### src/rtl/float_struct.sv
// Shared floating-point types: packed IEEE-754 single, the status code enum and the exponent bias.
package float_struct;

    localparam int BIAS = 127;

    typedef struct packed {
        logic        sign;
        logic [7:0]  exp;
        logic [22:0] mant;
    } float_point_num;

    typedef enum logic [1:0] {
        OK  = 2'd0,
        NAN = 2'd1,
        INF = 2'd2,
        NUL = 2'd3
    } states;

endpackage

### src/rtl/leading_zero_counter.sv
// Combinational 32-bit leading-zero count; count is 32 and zero is set for an all-zero input.
module leading_zero_counter (
    input  logic [31:0] value,
    output logic [5:0]  count,
    output logic        zero
);

    always_comb begin
        count = 6'd32;
        // Ascending scan so the highest set bit is the last to write count.
        for (int i = 0; i < 32; i++) begin
            if (value[i]) count = 6'(31 - i);
        end
        zero = (value == 32'd0);
    end

endmodule

### src/rtl/int_to_float_converter.sv
// Four-stage integer to IEEE-754 single converter with valid/ready handshake and round-to-nearest-even.
module int_to_float_converter
    import float_struct::*;
#(
    parameter bit SIGNED = 1'b1
) (
    input  logic           clk,
    input  logic           rst,
    input  logic [31:0]    arg,
    input  logic           arg_vld,
    output logic           arg_rdy,
    output float_point_num result,
    output states          state,
    output logic           inexact,
    output logic           res_vld,
    input  logic           res_rdy
);

    // Returns {exp, mant, inexact} for a left-aligned magnitude with the leading one dropped.
    function automatic logic [31:0] round_rne(input logic [30:0] norm, input logic [7:0] exp_in);
        logic [22:0] mant;
        logic        guard;
        logic        sticky;
        logic        up;
        logic [23:0] sum;
        logic [7:0]  exp_out;
        mant    = norm[30:8];
        guard   = norm[7];
        sticky  = |norm[6:0];
        up      = guard && (sticky || mant[0]);
        sum     = {1'b0, mant} + {23'd0, up};
        exp_out = sum[23] ? exp_in + 8'd1 : exp_in;
        return {exp_out, sum[22:0], guard | sticky};
    endfunction

    logic        advance;
    logic        vld_p0, vld_p1, vld_p2;
    logic        sign_p0, sign_p1, sign_p2;
    logic [31:0] mag_p0, mag_p1;
    logic [5:0]  lz_p1;
    logic        zero_p1, zero_p2;
    logic [30:0] norm_p2;
    logic [7:0]  exp_p2;
    logic [5:0]  lz_count;
    logic        lz_zero;
    logic [31:0] rnd;
    logic        neg;

    assign advance = !res_vld || res_rdy;
    assign arg_rdy = advance;
    assign neg     = SIGNED && arg[31];
    assign rnd     = round_rne(norm_p2, exp_p2);

    leading_zero_counter u_lzc (
        .value (mag_p0),
        .count (lz_count),
        .zero  (lz_zero)
    );

    always_ff @(posedge clk or negedge rst) begin
        if (!rst) begin
            vld_p0  <= 1'b0;
            vld_p1  <= 1'b0;
            vld_p2  <= 1'b0;
            res_vld <= 1'b0;
            result  <= '0;
            state   <= OK;
            inexact <= 1'b0;
        end else if (advance) begin
            vld_p0  <= arg_vld;
            vld_p1  <= vld_p0;
            vld_p2  <= vld_p1;
            res_vld <= vld_p2;
            // S4: round and pack
            if (vld_p2) begin
                if (zero_p2) begin
                    result  <= '0;
                    state   <= NUL;
                    inexact <= 1'b0;
                end else begin
                    result  <= '{sign: sign_p2, exp: rnd[31:24], mant: rnd[23:1]};
                    state   <= OK;
                    inexact <= rnd[0];
                end
            end
        end
    end

    always_ff @(posedge clk) begin
        if (advance) begin
            // S1: sign and absolute value; -2^31 wraps to the unsigned magnitude 2^31
            sign_p0 <= neg;
            mag_p0  <= neg ? (~arg + 32'd1) : arg;
            // S2: leading-zero count
            sign_p1 <= sign_p0;
            mag_p1  <= mag_p0;
            lz_p1   <= lz_count;
            zero_p1 <= lz_zero;
            // S3: normalize; bit 31 of the shifted value is the implicit one and is dropped
            sign_p2 <= sign_p1;
            zero_p2 <= zero_p1;
            norm_p2 <= 31'(mag_p1 << lz_p1);
            exp_p2  <= 8'(BIAS + 31) - {2'b00, lz_p1};
        end
    end

endmodule

### config.mk
export PLATFORM = sky130hd
export DESIGN_NAME = int_to_float_converter
export DESIGN_NICKNAME = d
export VERILOG_FILES = /design/src/rtl/float_struct.sv /design/src/rtl/leading_zero_counter.sv /design/src/rtl/int_to_float_converter.sv
export SDC_FILE = /design/constraint.sdc
export NUM_CORES = 1
export LEC_CHECK = 0
export BUFFER_PORTS_ARGS = -buffer_cell sky130_fd_sc_hd__buf_4
export CAP_MARGIN = 20
export CORE_AREA = 2 2 191 99
export DETAILED_ROUTE_END_ITERATION = 8
export DIE_AREA = 0 0 193 101
export GPL_TIMING_DRIVEN = 0
export PLACE_DENSITY = 0.72
export SLEW_MARGIN = 20
export SYNTH_ARGS = -nofsm -noshare
export SYNTH_HDL_FRONTEND = slang
export SYNTH_SLANG_ARGS = --single-unit
export TNS_END_PERCENT = 100
### constraint.sdc
create_clock -name clk -period 5.4 [get_ports clk]
set_input_delay 0.54 -clock clk [delete_from_list [all_inputs] [get_ports clk]]
set_output_delay 0.54 -clock clk [all_outputs]
set_load 0.01 [all_outputs]
# After elaboration in Yosys (flattened, before gate mapping)
# Index checks and enable logic that the tools add are counted.
# Widths: inputs -> output; s select.
[op_classes]
bitwise_logic = 2
n_shift = 1
muxes = 36
add_sub_neg = 4
reduce_logical = 12
[op_table]
columns = ["op", "n"]
rows = [
  ["$mux 5", 15],
  ["$add 32x1->32 const B", 1],
  ["$logic_not 32->1", 1],
  ["$mux 32", 1],
  ["$mux 4", 8],
  ["$not 32->32", 1],
  ["$shl 32x6->31", 1],
  ["$mux 31", 1],
  ["$reduce_or 31->1", 1],
  ["$add 23x1->24", 1],
  ["$reduce_or 16->1", 1],
  ["$mux 3", 4],
  ["$add 8x1->8 const B", 1],
  ["$mux 8", 1],
  ["$reduce_or 8->1", 1],
  ["$sub 8x6->8 const A", 1],
  ["$reduce_or 7->1", 1],
  ["$mux 2", 3],
  ["$mux 6", 1],
  ["$reduce_or 4->1", 1],
  ["$logic_or 1x1->1", 2],
  ["$mux 1", 2],
  ["$reduce_and 2->1", 1],
  ["$reduce_or 2->1", 1],
  ["other kinds (3)", 3],
]
[word_totals]
in_bits = 36
ff_bits = 153
output_inout_bits = 37
word_cells = 80

# Longest topological paths before layout
[logic_depth]
word_depth = 31
depth_mapped = 10
ltp_nobuf = 10

# Cells and area by module
# Synthesis repeated with hierarchy kept, for this count alone.
[hier_totals]
cells_unflattened = 724
hier_area_um2 = 8222.9
[by_module_without_submodules]
columns = ["mod", "area_each_um2", "instances", "cells_each"]
rows = [
  ["int_to_float_converter", 7828.8, 1, 658],
  ["leading_zero_counter", 394.1, 1, 66],
]

# Worst setup path after synthesis
# Ideal clock, no wire load.
[synth_timing]
kind = "in2reg"
start = "input port res_rdy"
end = "register result[10] (netlist bit)"
required_time_ns = 5.317
stages = 6
setup_ns = 0.083
path_buffers = 2
path_slack_ns = 0.455
t_arrival_ns = 4.863
path_cell_list = "nand2b_1 clkbuf_1 nand2_1 or2_2 clkbuf_1 o21ai_0"
[synth_via]
elab_chain_len = 2
[synth_rtl]
columns = ["item", "line_no", "text"]
rows = [
  ["start, declared", "int_to_float_converter.sv:16", "input logic res_rdy"],
  ["$logic_or 1x1->1", "int_to_float_converter.sv:49", "assign advance = !res_vld || res_rdy;"],
  ["net arg_rdy", "int_to_float_converter.sv:11", "output logic arg_rdy,"],
  ["$reduce_and 2->1 (no line)", "n/a", ""],
  ["end signal, assigned", "int_to_float_converter.sv:81", "result <= '{sign: sign_p2, exp: rnd[31:24], mant: rnd[23:1]};"],
  ["end, declared", "int_to_float_converter.sv:12", "output float_point_num result,"],
]
# The timed path passes the listed nets, and every way through them passes these cells.
# A chain may end at the register's enable or synchronous reset.

# Worst setup path in the final report
[layout_timing]
start = "register lz_p1[0]"
end = "register norm_p2[29] (data pin)"
[layout_via]
elab_chain_len = 1
[layout_rtl]
columns = ["item", "line_no", "text"]
rows = [
  ["start, declared", "int_to_float_converter.sv:40", "logic [5:0] lz_p1;"],
  ["start signal, assigned", "int_to_float_converter.sv:97", "lz_p1 <= lz_count;"],
  ["$shl 32x6->31", "int_to_float_converter.sv:102", "norm_p2 <= 31'(mag_p1 << lz_p1);"],
  ["end signal, assigned", "int_to_float_converter.sv:102", ""],
  ["end, declared", "int_to_float_converter.sv:42", "logic [30:0] norm_p2;"],
]
# Every way passes these cells.

==> metrics.cfg <==
[run_status]
status=finished clean

[layout]
multi_input_area_sq_mm=0.00341
seq_area_sq_mm=0.00434
nFillCells=1603
postLayoutCellArea_sq_mm=0.00946
fin_nets=840
syn2layout_area_growth_pct=19.1
drive_above_1_share_pct=18.6
stdcell_count=1053
final_core_util_pct=52.7

[floorplan]
num_io_pins=73
die_area_sq_mm=0.0195
die_w_um=193
num_rows=35
die_h_um=101
core_region_area_sq_mm=0.0180
initial_core_util_pct=44.2

[routing]
drcViolationCount=0
avgViaCountPerCell=5.94
ant_nets=0
top_layer=met4
dr_wl_met2_mm=7.82
wl_per_cell_um=21.0
dr_total_vias=6253
dr_wl_met3_mm=2.34
drt_iter0_drc=760
wl_met1_mm=11.8
wirelength_mm=22.1
dr.pass1.iters=5

[clock_network]
cts_tree=built
h-tree-depth=4
cts.sinks=151
postCtsResizedCells=0
cts-root-buf=clkbuf_16
clock_latency_ps=420
clk_pin_slew_ps=60
clock_path_buffers=2
cts_buffers=17
cts_setup_buffers=0
hold_buffers=0

[place]
place.gp.congestion=1.01
io_buffer_count=72
dp_cells=1020
dpl.hpwl_mm=17.1
dpl_cell_area_sq_mm=0.00883

[min_path]
hold_path_class=primary input to async pin

[worst_setup_path]
worstSetupStartpointType=flip-flop
critical_path.max_fanout=10
endpoint_kind=flip-flop
crit_type=flip-flop to flip-flop
arrival_ps=3360
worstPathRequired_ps=5480

[sta]
period_share_pct=60.8
finClkSkew_ps=14.7
worstMarginPinSlew_ps=1200
drv_slew=0
rsz0062_at_grt=false
finalSetupViolations=0
timing.final.crit_period_ps=3280
timing.fmax_ghz=0.304
setup_tns_ps=0
slew_headroom_pct=19.7
hold_viol=0

[yosys]
synthCells=706
yosysSeqAreaShare_pct=54.7
synth-async-reset-ratio_pct=25.2
synth_warnings=0
synth_flop_cell=edfxtp_1
ys_ff_latch=151
avgSynthCellArea_sq_um=11.2
synth_area_sq_mm=0.00794
syn_nets=747
ys_types=59
synth_edf_count=113

[run]
cap_violations=0

[power_and_ir_drop]
intPower_mw=3.27
p_clk_share_pct=22.6
seq_power_share_pct=40.0
power.leakage_nw=3.48
p_comb_share_pct=37.4
p_sw_share_pct=38.3
p_total_mw=5.29
power.density_mw_per_mm2=560
power_switching_mw=2.03
max-vdd-ir-drop_uv=274

[global_route]
grt_pass1_vias=5642
grt_max_degree=48
grt_antenna_before_repair=1
grtUsageTotal_pct=23.8
grt.overflow.total=0
grt_pass1_wl_mm=34.2

-- final timing paths --
path	from	end	slack, ps	cells past startpoint
max	lz_p1[0]	norm_p2[29]	2120	5
min	rst	result[9]	70	1
max reg2reg	lz_p1[0]	norm_p2[29]	2120	5
min reg2reg	sign_p0	sign_p1	420	0
max in group asynchronous	rst	vld_p2	4950	1
min in group clk	arg[0]	mag_p0[0]	340	1
-- metrics by stage --
step	hold WS (ps)	setup WS (ps)
floorplan	244	455
global placement	406	-1150
detailed placement	405	2260
CTS	94.4	2390
global route	118	2030
finish	73.4	2120
-- flip-flops by register name, summed over array words and instances (netlist names), 6 cells and up --
name and flops:
lz_p1 6, norm_p2 31, mag_p0 32, exp_p2 8, result 32, mag_p1 31
-- layer usage --
metal  GRT usage [%]  up-vias
met4            4.49        0
met2            27.5      277
met5               0        -
met1            40.7     3069
li1                -     2888
met3            7.97       19
-- kinds of logic (layout without fill, tap and decap cells) --
group                    Yosys count  count (layout)  synth area share (%)
AO/OA/AOI/OAI                    167             167                  14.4
XOR/XNOR                          61              61                  6.73
adder cells (fa/ha/maj)            5               5                 0.788
buffers and inverters             51             157                  2.62
flip-flops                       151             151                  54.7
multiplexers                      44              44                  6.65
other                              0               1                     0
AND/OR/NAND/NOR                  227             227                  14.2
-- cells in the mapped netlist, types with 6 or more instances --
cell | count | area, sq um
or4_1 | 7 | 52.6
o211ai_1 | 6 | 45.0
and3_1 | 6 | 37.5
inv_1 | 14 | 52.6
mux2i_1 | 19 | 190
nand4_1 | 13 | 81.3
o21ai_0 | 45 | 225
mux2_2 | 20 | 225
o41ai_1 | 6 | 52.6
clkbuf_1 | 27 | 101
a21oi_1 | 13 | 65.1
xnor2_1 | 40 | 350
dfrtp_1 | 38 | 951
a211oi_1 | 11 | 82.6
o22ai_1 | 15 | 93.8
nand2_1 | 62 | 233
a22oi_1 | 12 | 90.1
nor3_1 | 19 | 95.1
nor2b_1 | 6 | 37.5
xor2_1 | 21 | 184
o31ai_1 | 21 | 158
nor2_1 | 53 | 199
nor4_1 | 11 | 68.8
edfxtp_1 | 113 | 3390
nand2b_1 | 11 | 68.8
a221oi_1 | 10 | 87.6
nand3_1 | 19 | 95.1
-- area by class of cell --
cell class,instances,share of cell area [%]
inverter,14,0.556
timing repair buffer,74,6.22
buffer,37,1.68
multi-input combinational,504,36.1
sequential,151,45.9
antenna,1,0.0265
clock inverter,8,0.556
tap,240,3.18
clock buffer,24,5.78
-- placed cells by master, fill, tap and decap left out, drive strengths merged, types with 13 or more instances in the layout --
cell    Yosys  routed
nor3       19      19
edfxtp    113     113
o22ai      15      15
buf        10      84
inv        14      18
nand4      13      13
mux2i      19      19
o21ai      46      46
mux2       20      20
xnor2      40      40
nor2       53      53
nand3      20      20
clkbuf     27      51
nand2      62      62
a21oi      13      13
dfrtp      38      38
o31ai      21      21
xor2       21      21
-- power groups by stage --
stage          Clock (mW)  Combinational, mW  Sequential [mW]
3_3_place_gp            0               1.90             2.15
6_report             1.19               1.98             2.12
3_5_place_dp            0               1.91             2.13
4_1_cts              1.21               1.92             2.11
2_1_floorplan           0               1.18             2.10
5_1_grt              1.26               2.14             2.17
-- critical path, stage by stage, from the launching register on --
cell	delay, ps
edfxtp_1	470
buf_2	310
buf_2	350
mux2_2	410
a222oi_1	1030
o211ai_1	370
No activity file was read; power rests on OpenSTA's default activity.
